<file path="config.mk">
export PLATFORM = sky130hd
export DESIGN_NAME = fetch_sequencer
export DESIGN_NICKNAME = d
export VERILOG_FILES = /design/src/rtl/fetch_sequencer.sv
export SDC_FILE = /design/constraint.sdc
export NUM_CORES = 1
export LEC_CHECK = 0
export ABC_AREA = 1
export CORE_MARGIN = 4
export CORE_UTILIZATION = 58
export CTS_CLUSTER_SIZE = 24
export DETAILED_ROUTE_END_ITERATION = 16
export DONT_BUFFER_PORTS = 1
export PLACE_DENSITY_LB_ADDON = 0.2
export SYNTH_ARGS = -nofsm -noshare
export SYNTH_HDL_FRONTEND = slang
export SYNTH_SLANG_ARGS = --single-unit
</file>
<file path="constraint.sdc">
create_clock -name clk -period 2.7 [get_ports clk]
set_input_delay 0.405 -clock clk [delete_from_list [all_inputs] [get_ports clk]]
set_output_delay 0.405 -clock clk [all_outputs]
set_load 0.01 [all_outputs]
</file>
<file path="src/rtl/fetch_sequencer.sv">
// Instruction fetch sequencer: issues addresses to a one-cycle-latency instruction
// memory and presents fetched words with valid/stall handshake, branch redirect and halt.
module fetch_sequencer #(
  parameter int ADDR_W  = 8,
  parameter int INSTR_W = 9
) (
  input  logic               clk,
  input  logic               reset,
  input  logic               start,
  input  logic [ADDR_W-1:0]  start_addr,
  input  logic               stall,
  input  logic               branch_taken,
  input  logic [ADDR_W-1:0]  branch_target,
  output logic [ADDR_W-1:0]  imem_addr,
  input  logic [INSTR_W-1:0] imem_instr,
  input  logic               imem_done,
  output logic [INSTR_W-1:0] instr,
  output logic               instr_valid,
  output logic [ADDR_W-1:0]  pc_out,
  output logic               halted
);

  typedef enum logic [1:0] {
    ST_IDLE = 2'd0,
    ST_RUN  = 2'd1,
    ST_HALT = 2'd2
  } state_e;

  localparam logic [ADDR_W:0] PC_ONE = {{ADDR_W{1'b0}}, 1'b1};

  state_e             state_q, state_d;
  logic [ADDR_W:0]    fetch_pc_q, fetch_pc_d;
  logic [ADDR_W-1:0]  last_addr_q;
  logic               data_ok_q, data_ok_d;
  logic [INSTR_W-1:0] instr_q, instr_d;
  logic [ADDR_W-1:0]  pc_out_q, pc_out_d;
  logic               valid_q, valid_d;
  logic [ADDR_W-1:0]  issue_addr_s;

  // State and datapath registers; last_addr tracks whatever address was driven.
  always_ff @(posedge clk or posedge reset) begin
    if (reset) begin
      state_q     <= ST_IDLE;
      fetch_pc_q  <= '0;
      last_addr_q <= '0;
      data_ok_q   <= 1'b0;
      instr_q     <= '0;
      pc_out_q    <= '0;
      valid_q     <= 1'b0;
    end else begin
      state_q     <= state_d;
      fetch_pc_q  <= fetch_pc_d;
      last_addr_q <= issue_addr_s;
      data_ok_q   <= data_ok_d;
      instr_q     <= instr_d;
      pc_out_q    <= pc_out_d;
      valid_q     <= valid_d;
    end
  end

  // Next-state and fetch address selection.
  always_comb begin
    state_d      = state_q;
    fetch_pc_d   = fetch_pc_q;
    data_ok_d    = data_ok_q;
    instr_d      = instr_q;
    pc_out_d     = pc_out_q;
    valid_d      = valid_q;
    issue_addr_s = last_addr_q;
    case (state_q)
      ST_IDLE, ST_HALT: begin
        valid_d = 1'b0;
        if (start) begin
          issue_addr_s = start_addr;
          fetch_pc_d   = {1'b0, start_addr} + PC_ONE;
          data_ok_d    = 1'b1;
          state_d      = ST_RUN;
        end else begin
          data_ok_d = 1'b0;
        end
      end
      ST_RUN: begin
        if (branch_taken) begin
          issue_addr_s = branch_target;
          fetch_pc_d   = {1'b0, branch_target} + PC_ONE;
          data_ok_d    = 1'b1;
          valid_d      = 1'b0;
        end else if (!stall || !valid_q) begin
          // Top of address space consumed, or memory reports end of program.
          if ((valid_q && (&pc_out_q)) || (imem_done && data_ok_q)) begin
            valid_d   = 1'b0;
            data_ok_d = 1'b0;
            state_d   = ST_HALT;
          end else begin
            instr_d  = imem_instr;
            pc_out_d = last_addr_q;
            valid_d  = data_ok_q;
            if (!fetch_pc_q[ADDR_W]) begin
              issue_addr_s = fetch_pc_q[ADDR_W-1:0];
              fetch_pc_d   = fetch_pc_q + PC_ONE;
              data_ok_d    = 1'b1;
            end else begin
              data_ok_d = 1'b0;
            end
          end
        end else begin
          issue_addr_s = last_addr_q;
        end
      end
      default: begin
        state_d   = ST_IDLE;
        data_ok_d = 1'b0;
        valid_d   = 1'b0;
      end
    endcase
  end

  // Outputs; the memory address is forced to zero while reset is held.
  always_comb begin
    imem_addr   = reset ? '0 : issue_addr_s;
    instr       = instr_q;
    instr_valid = valid_q;
    pc_out      = pc_out_q;
    halted      = (state_q == ST_HALT);
  end

endmodule

</file>
Yosys cells after proc, flatten, opt, wreduce, memory -nomap -nowiden:

Index checks and enable logic that the tools add are counted.

* flip-flop bits (word level): 38
* bits in latches: 0
* RAM bits: 0
* ROM bits: 0
* memories kept: 0

* add/sub/neg operators: 3
* $mul: 0
* divide/modulo/power cells: 0
* $lt $le $gt $ge: 0
* equal/unequal tests: 9
* shifts and indexed selects: 0
* mux-type cells: 28
* bitwise logic cells: 2
* reduce and logical (&&, ||, !) cells: 14

Operator list (number)
* 8-bit 2-to-1 mux: 6
* 9-bit 2-to-1 mux: 5
* 8-bit by 1-bit adder with 9-bit output (second input constant): 2
* 9-bit case mux with 2 select lines: 1
* 8-bit case mux with 2 select lines: 1
* 4-bit AND reduction: 3
* 9-bit by 1-bit adder with 9-bit output (second input constant): 1
* 1-bit 2-to-1 mux: 9
* 3-bit != test (second input constant): 3
* 2-bit 2-to-1 mux: 4
* 2-bit != test (second input constant): 4
* 8-bit AND reduction: 1
* 5-bit AND reduction: 1
* 2-bit case mux with 2 select lines: 1
* 2-bit by 1-bit == test with 1-bit output (second input constant): 1
* 2-bit == test (second input constant): 1
* 1-bit logical AND: 2
* 1-bit zero test: 2
* 2-bit zero test: 1
* 1-bit logical OR: 2
* 1-bit NOT: 2
* 1-bit case mux with 2 select lines: 1
* 2-bit nonzero test: 1
* 2-bit OR reduction: 1

Depth between registers and ports, before layout:

* word-level depth: 8
* mapped depth: 11
* gate-level depth less buffers: 11

Least setup slack after synthesis:

OpenSTA, ideal clock, no wires.

* path kind: register -> output
* from: reg pc_out_q[1], in the netlist pc_out[1]
* to: out imem_addr[3]
* arrival: 1.340 ns
* data required time: 2.295 ns
* setup slack: 0.955 ns
* cell stages (with the launch flop): 11
* cells stage by stage: dfrtp_1 -> nand2_1 -> nor2_2 -> nand2_4 -> nand4_2 -> nand2_1 -> nand2_1 -> nand2_1 -> nand2_1 -> nand2_1 -> nor2_1

* longest elaborated chain between the ends: 8

Ends and longest elaborated chain
* start: declaration: RTL line 36 `logic [ADDR_W-1:0] pc_out_q, pc_out_d;`
* start signal: assignment: RTL line 56 `pc_out_q <= pc_out_d;`
* 8-bit AND reduction: RTL line 90 `if ((valid_q && (&pc_out_q)) || (imem_done && data_ok_q)) begin`
* 1-bit logical AND: RTL line 90
* 1-bit logical OR: RTL line 90
* 8-bit 2-to-1 mux: RTL line 90
* 8-bit 2-to-1 mux: RTL line 88 `end else if (!stall || !valid_q) begin`
* 8-bit 2-to-1 mux: RTL line 83 `if (branch_taken) begin`
* 8-bit case mux with 2 select lines: RTL line 70 `case (state_q)`
* 8-bit 2-to-1 mux: RTL line 120 `imem_addr = reset ? '0 : issue_addr_s;`
* end: declaration: RTL line 14 `output logic [ADDR_W-1:0] imem_addr,`

No other way between the ends.

Final worst setup path:

Ends and elaborated chain as after synthesis.

==> flow_summary.rst <==
.. list-table::
   :header-rows: 1

   * - Metric
     - Value
   * - Worst clock skew
     - 10.7 ps
   * - Total of max-cap violations
     - 0
   * - Worst path setup slack after routing
     - 326 ps
   * - Max-Slew Margin vs Limit
     - approximately 64%
   * - Mean cell area of the mapped netlist
     - 6.94 µm²
   * - Kind of critical path
     - reg2out
   * - Shortest period the worst path allows
     - roughly 2400 ps
   * - Area Growth Syn to Fin
     - 6.15%
   * - Initial core utilization
     - 60.4%
   * - CTS hold repair buffers
     - 0
   * - Clock buffer count from CTS
     - 5
   * - Overall routing resource usage
     - 25.6%
   * - Pin count of the biggest net entering global routing
     - 26
   * - Class of the most critical hold timing path
     - in2async
   * - Detailed Routing Iterations Pass 1
     - 5
   * - Area inside the core boundary
     - ~0.0044 mm²
   * - Antenna violations before repair
     - 0
   * - Critical register-to-register path startpoint
     - data_ok_q
   * - Final HPWL from detailed placement
     - 5340 µm
   * - Final Non-Filler Cells
     - around 440
   * - Detailed-route via count
     - ~2500
   * - Post-synthesis net count
     - 418
   * - Total standard cell area after synthesis
     - approximately 0.0027 mm²
   * - Reg-to-reg setup timing slack
     - about 900 ps
   * - Endpoints failing hold
     - 0
   * - Total Power
     - between 3 and 4 mW
   * - Clock net sink count
     - 38
   * - Vertical die dimension
     - approximately 76 µm
   * - Final net count
     - 416
   * - Number of global-route vias before repair
     - ~2400
   * - Worst supply voltage drop on vdd
     - ~0.0008 V
   * - Top-level port count
     - 58
   * - Final core utilization
     - 64.1%
   * - DRC errors left
     - 0
   * - DIE WIDTH
     - approximately 76 µm
   * - Diode insertion count for antenna repair
     - 0
   * - Dpl cells
     - 427
   * - Reported leakage power
     - roughly 1.5 nW
   * - Worst skew pair latency
     - about 300 ps
   * - Share of the synthesized area in the top cell type
     - approximately 36%
   * - Synth area leaders
     - sky130_fd_sc_hd__dfrtp_1, sky130_fd_sc_hd__nand2_1, sky130_fd_sc_hd__inv_1, sky130_fd_sc_hd__nor2_1, sky130_fd_sc_hd__nand3_1
   * - Sequential area share after synthesis
     - 35.7%
   * - Post-CTS setup buffer count
     - 0
   * - Deepest level of the CTS H-tree
     - 2
   * - Detailed-route wire length per cell
     - between 15 and 20 µm
   * - Detail-routed via count per cell
     - just under 6
   * - Weighted congestion reported at the end of routability-driven placement
     - around 0.94
   * - Critical path data arrival time
     - 1970 ps
   * - Port-buffer cells
     - 0
   * - CP Launch Type
     - flop
   * - Iteration-0 DRC count of the detailed router
     - ~190
   * - Count of cells resized by post-cts repair
     - 0
   * - Synth Register Bits
     - 38
   * - Residual antenna-violating net count after detailed routing
     - 0
   * - Reg-to-reg endpoint
     - instr[1]
   * - TNS Setup
     - 0 ps
   * - Die Area
     - ~0.0057 mm²
   * - Clk root buf
     - sky130_fd_sc_hd__clkbuf_8
   * - Post-Route WL
     - between 6000 and 7000 µm
   * - Number of failing setup endpoints in the final timing report
     - 0
   * - Share of final-layout standard cells stronger than drive strength 1
     - roughly a tenth
   * - Max FO, Critical Path
     - 10
   * - Netlist cell types
     - 35
   * - Setup repair after global routing missed its margin
     - false
   * - Outcome
     - finished clean
   * - Required @ worst endpoint
     - approximately 2300 ps
   * - Number of cells on the worst reg-to-reg path
     - 4
   * - Setup slack at placement
     - 668 ps
   * - Pwr dens
     - between 1000 and 1500 mW/mm²
   * - Maximum frequency from static timing analysis
     - between 400 and 500 MHz
   * - Synth warn
     - 0
   * - Fin. max-slew vios
     - 0
   * - Register clock-pin slew on the reported worst setup and hold paths
     - ~80 ps
   * - CP Capture Type
     - output port
   * - Clock tree from TritonCTS
     - done
   * - # rows
     - 24
   * - Period utilization
     - roughly 88%
   * - Maximum buffer depth of the clock tree
     - 2
   * - Most area-hungry cell type in the Yosys netlist
     - sky130_fd_sc_hd__dfrtp_1
   * - Transition time at the pin with the least slew margin
     - about 540 ps
   * - Global-route congestion overflow total
     - 0
   * - Number of standard cells after synthesis
     - approximately 380
   * - Global-route wire length before repair
     - around 11000 µm
[layer usage]
metal | routed length [µm] | part of all wire, % | GRT usage, % | up-vias
li1 | - | - | - | 1235
met1 | 3060 | 44 | 34.2 | 1173
met2 | 3270 | 47 | 40.3 | 101
met3 | 524 | 7.5 | 6.60 | 15
met4 | 120 | 1.7 | 8.74 | 0
met5 | 0 | 0 | 0 | -
[critical path: stages, from the launching register on]
cell and delay, ps:
sky130_fd_sc_hd__dfrtp_1 440, sky130_fd_sc_hd__nand2_1 100, sky130_fd_sc_hd__nor2_2 270, sky130_fd_sc_hd__nand2_4 140, sky130_fd_sc_hd__nand4_2 170, sky130_fd_sc_hd__nand2_1 80, sky130_fd_sc_hd__nand2_1 70, sky130_fd_sc_hd__nand2_1 70
sky130_fd_sc_hd__nand2_1 70, sky130_fd_sc_hd__nand2_1 70, sky130_fd_sc_hd__nor2_1 190
[metrics by stage]
step / hold WS, ps / cell area (µm²)
2_1_floorplan: 471 / 2670
3_3_place_gp: 358 / 2690
3_5_place_dp: 369 / 2690
4_1_cts: 56.4 / 2830
5_1_grt: 70.5 / 2830
6_report: 35.9 / 2830
[layout make-up]
cell class,count,area [µm²]
clock inverter,2,60.1
tap,52,65.1
inverter,58,218
clock buffer,6,82.6
multi-input combinational,276,1430
timing repair buffer,3,22.5
fill,414,1590
sequential,38,951
[worst max path at each step]
stage | slack [ps] | cells past startpoint | to | from
2_1_floorplan | 950 | 10 | imem_addr[3] | pc_out[1]
3_3_place_gp | 730 | 10 | imem_addr[3] | pc_out[1]
4_1_cts | 320 | 10 | imem_addr[3] | pc_out[1]
5_1_grt | 160 | 10 | imem_addr[3] | pc_out[1]
6_report | 330 | 10 | imem_addr[3] | pc_out[1]
3_5_place_dp | 670 | 10 | imem_addr[3] | pc_out[1]
[where the power goes]
group          internal, mW  switching, mW  leakage [nW]
logic                 0.522          0.942         0.954
registers             0.851          0.322         0.465
clock network         0.394          0.211        0.0714
[registers in the layout, summed over array words and instances (netlist names)]
| name | count |
|---|---|
| data_ok_q | 1 |
| last_addr_q | 8 |
| fetch_pc_q | 9 |
| state_q | 2 |
| instr_valid | 1 |
| pc_out | 8 |
| instr | 9 |
[cell families after synthesis]
logic type / share of synthesized area (%)
xor gates and xnor gates: 0.986
adders and majority gates: 1.41
DFF: 35.7
AOI/OAI and AO/OA: 13.0
and+or+nand+nor: 33.9
buffers and inverters: 10.7
muxes: 4.37
[synth_stat cells (all sizes together)]
cell	n
buf	10
dfrtp	38
o22ai	8
nor2	47
nand3	26
nor3	5
a22oi	1
nand4	11
a21boi	1
xor2	1
a221oi	1
mux2	9
o2111ai	1
ha	3
nand2	111
clkbuf	2
o21ai	29
a31oi	2
a21oi	16
xnor2	2
inv	58
o211ai	2
[cell usage in the layout (no fill, tap or decap), types with 2 or more instances in the layout]
| cell type | netlist | layout |
|---|---|---|
| sky130_fd_sc_hd__a21oi_1 | 16 | 16 |
| sky130_fd_sc_hd__a31oi_1 | 2 | 2 |
| sky130_fd_sc_hd__buf_4 | 1 | 3 |
| sky130_fd_sc_hd__bufinv_16 | 0 | 2 |
| sky130_fd_sc_hd__clkbuf_8 | 0 | 6 |
| sky130_fd_sc_hd__dfrtp_1 | 38 | 38 |
| sky130_fd_sc_hd__ha_1 | 3 | 3 |
| sky130_fd_sc_hd__inv_1 | 54 | 54 |
| sky130_fd_sc_hd__inv_2 | 4 | 4 |
| sky130_fd_sc_hd__mux2_2 | 5 | 5 |
| sky130_fd_sc_hd__mux2_4 | 4 | 4 |
| sky130_fd_sc_hd__nand2_1 | 108 | 108 |
| sky130_fd_sc_hd__nand2_4 | 2 | 2 |
| sky130_fd_sc_hd__nand3_1 | 24 | 24 |
| sky130_fd_sc_hd__nand4_1 | 10 | 10 |
| sky130_fd_sc_hd__nor2_1 | 44 | 44 |
| sky130_fd_sc_hd__nor2_2 | 2 | 2 |
| sky130_fd_sc_hd__nor3_1 | 3 | 3 |
| sky130_fd_sc_hd__nor3_2 | 2 | 2 |
| sky130_fd_sc_hd__o211ai_1 | 2 | 2 |
| sky130_fd_sc_hd__o21ai_0 | 24 | 24 |
| sky130_fd_sc_hd__o21ai_1 | 5 | 5 |
| sky130_fd_sc_hd__o22ai_1 | 8 | 8 |
| sky130_fd_sc_hd__xnor2_1 | 2 | 2 |
No activity file was read; power rests on OpenSTA's default activity.
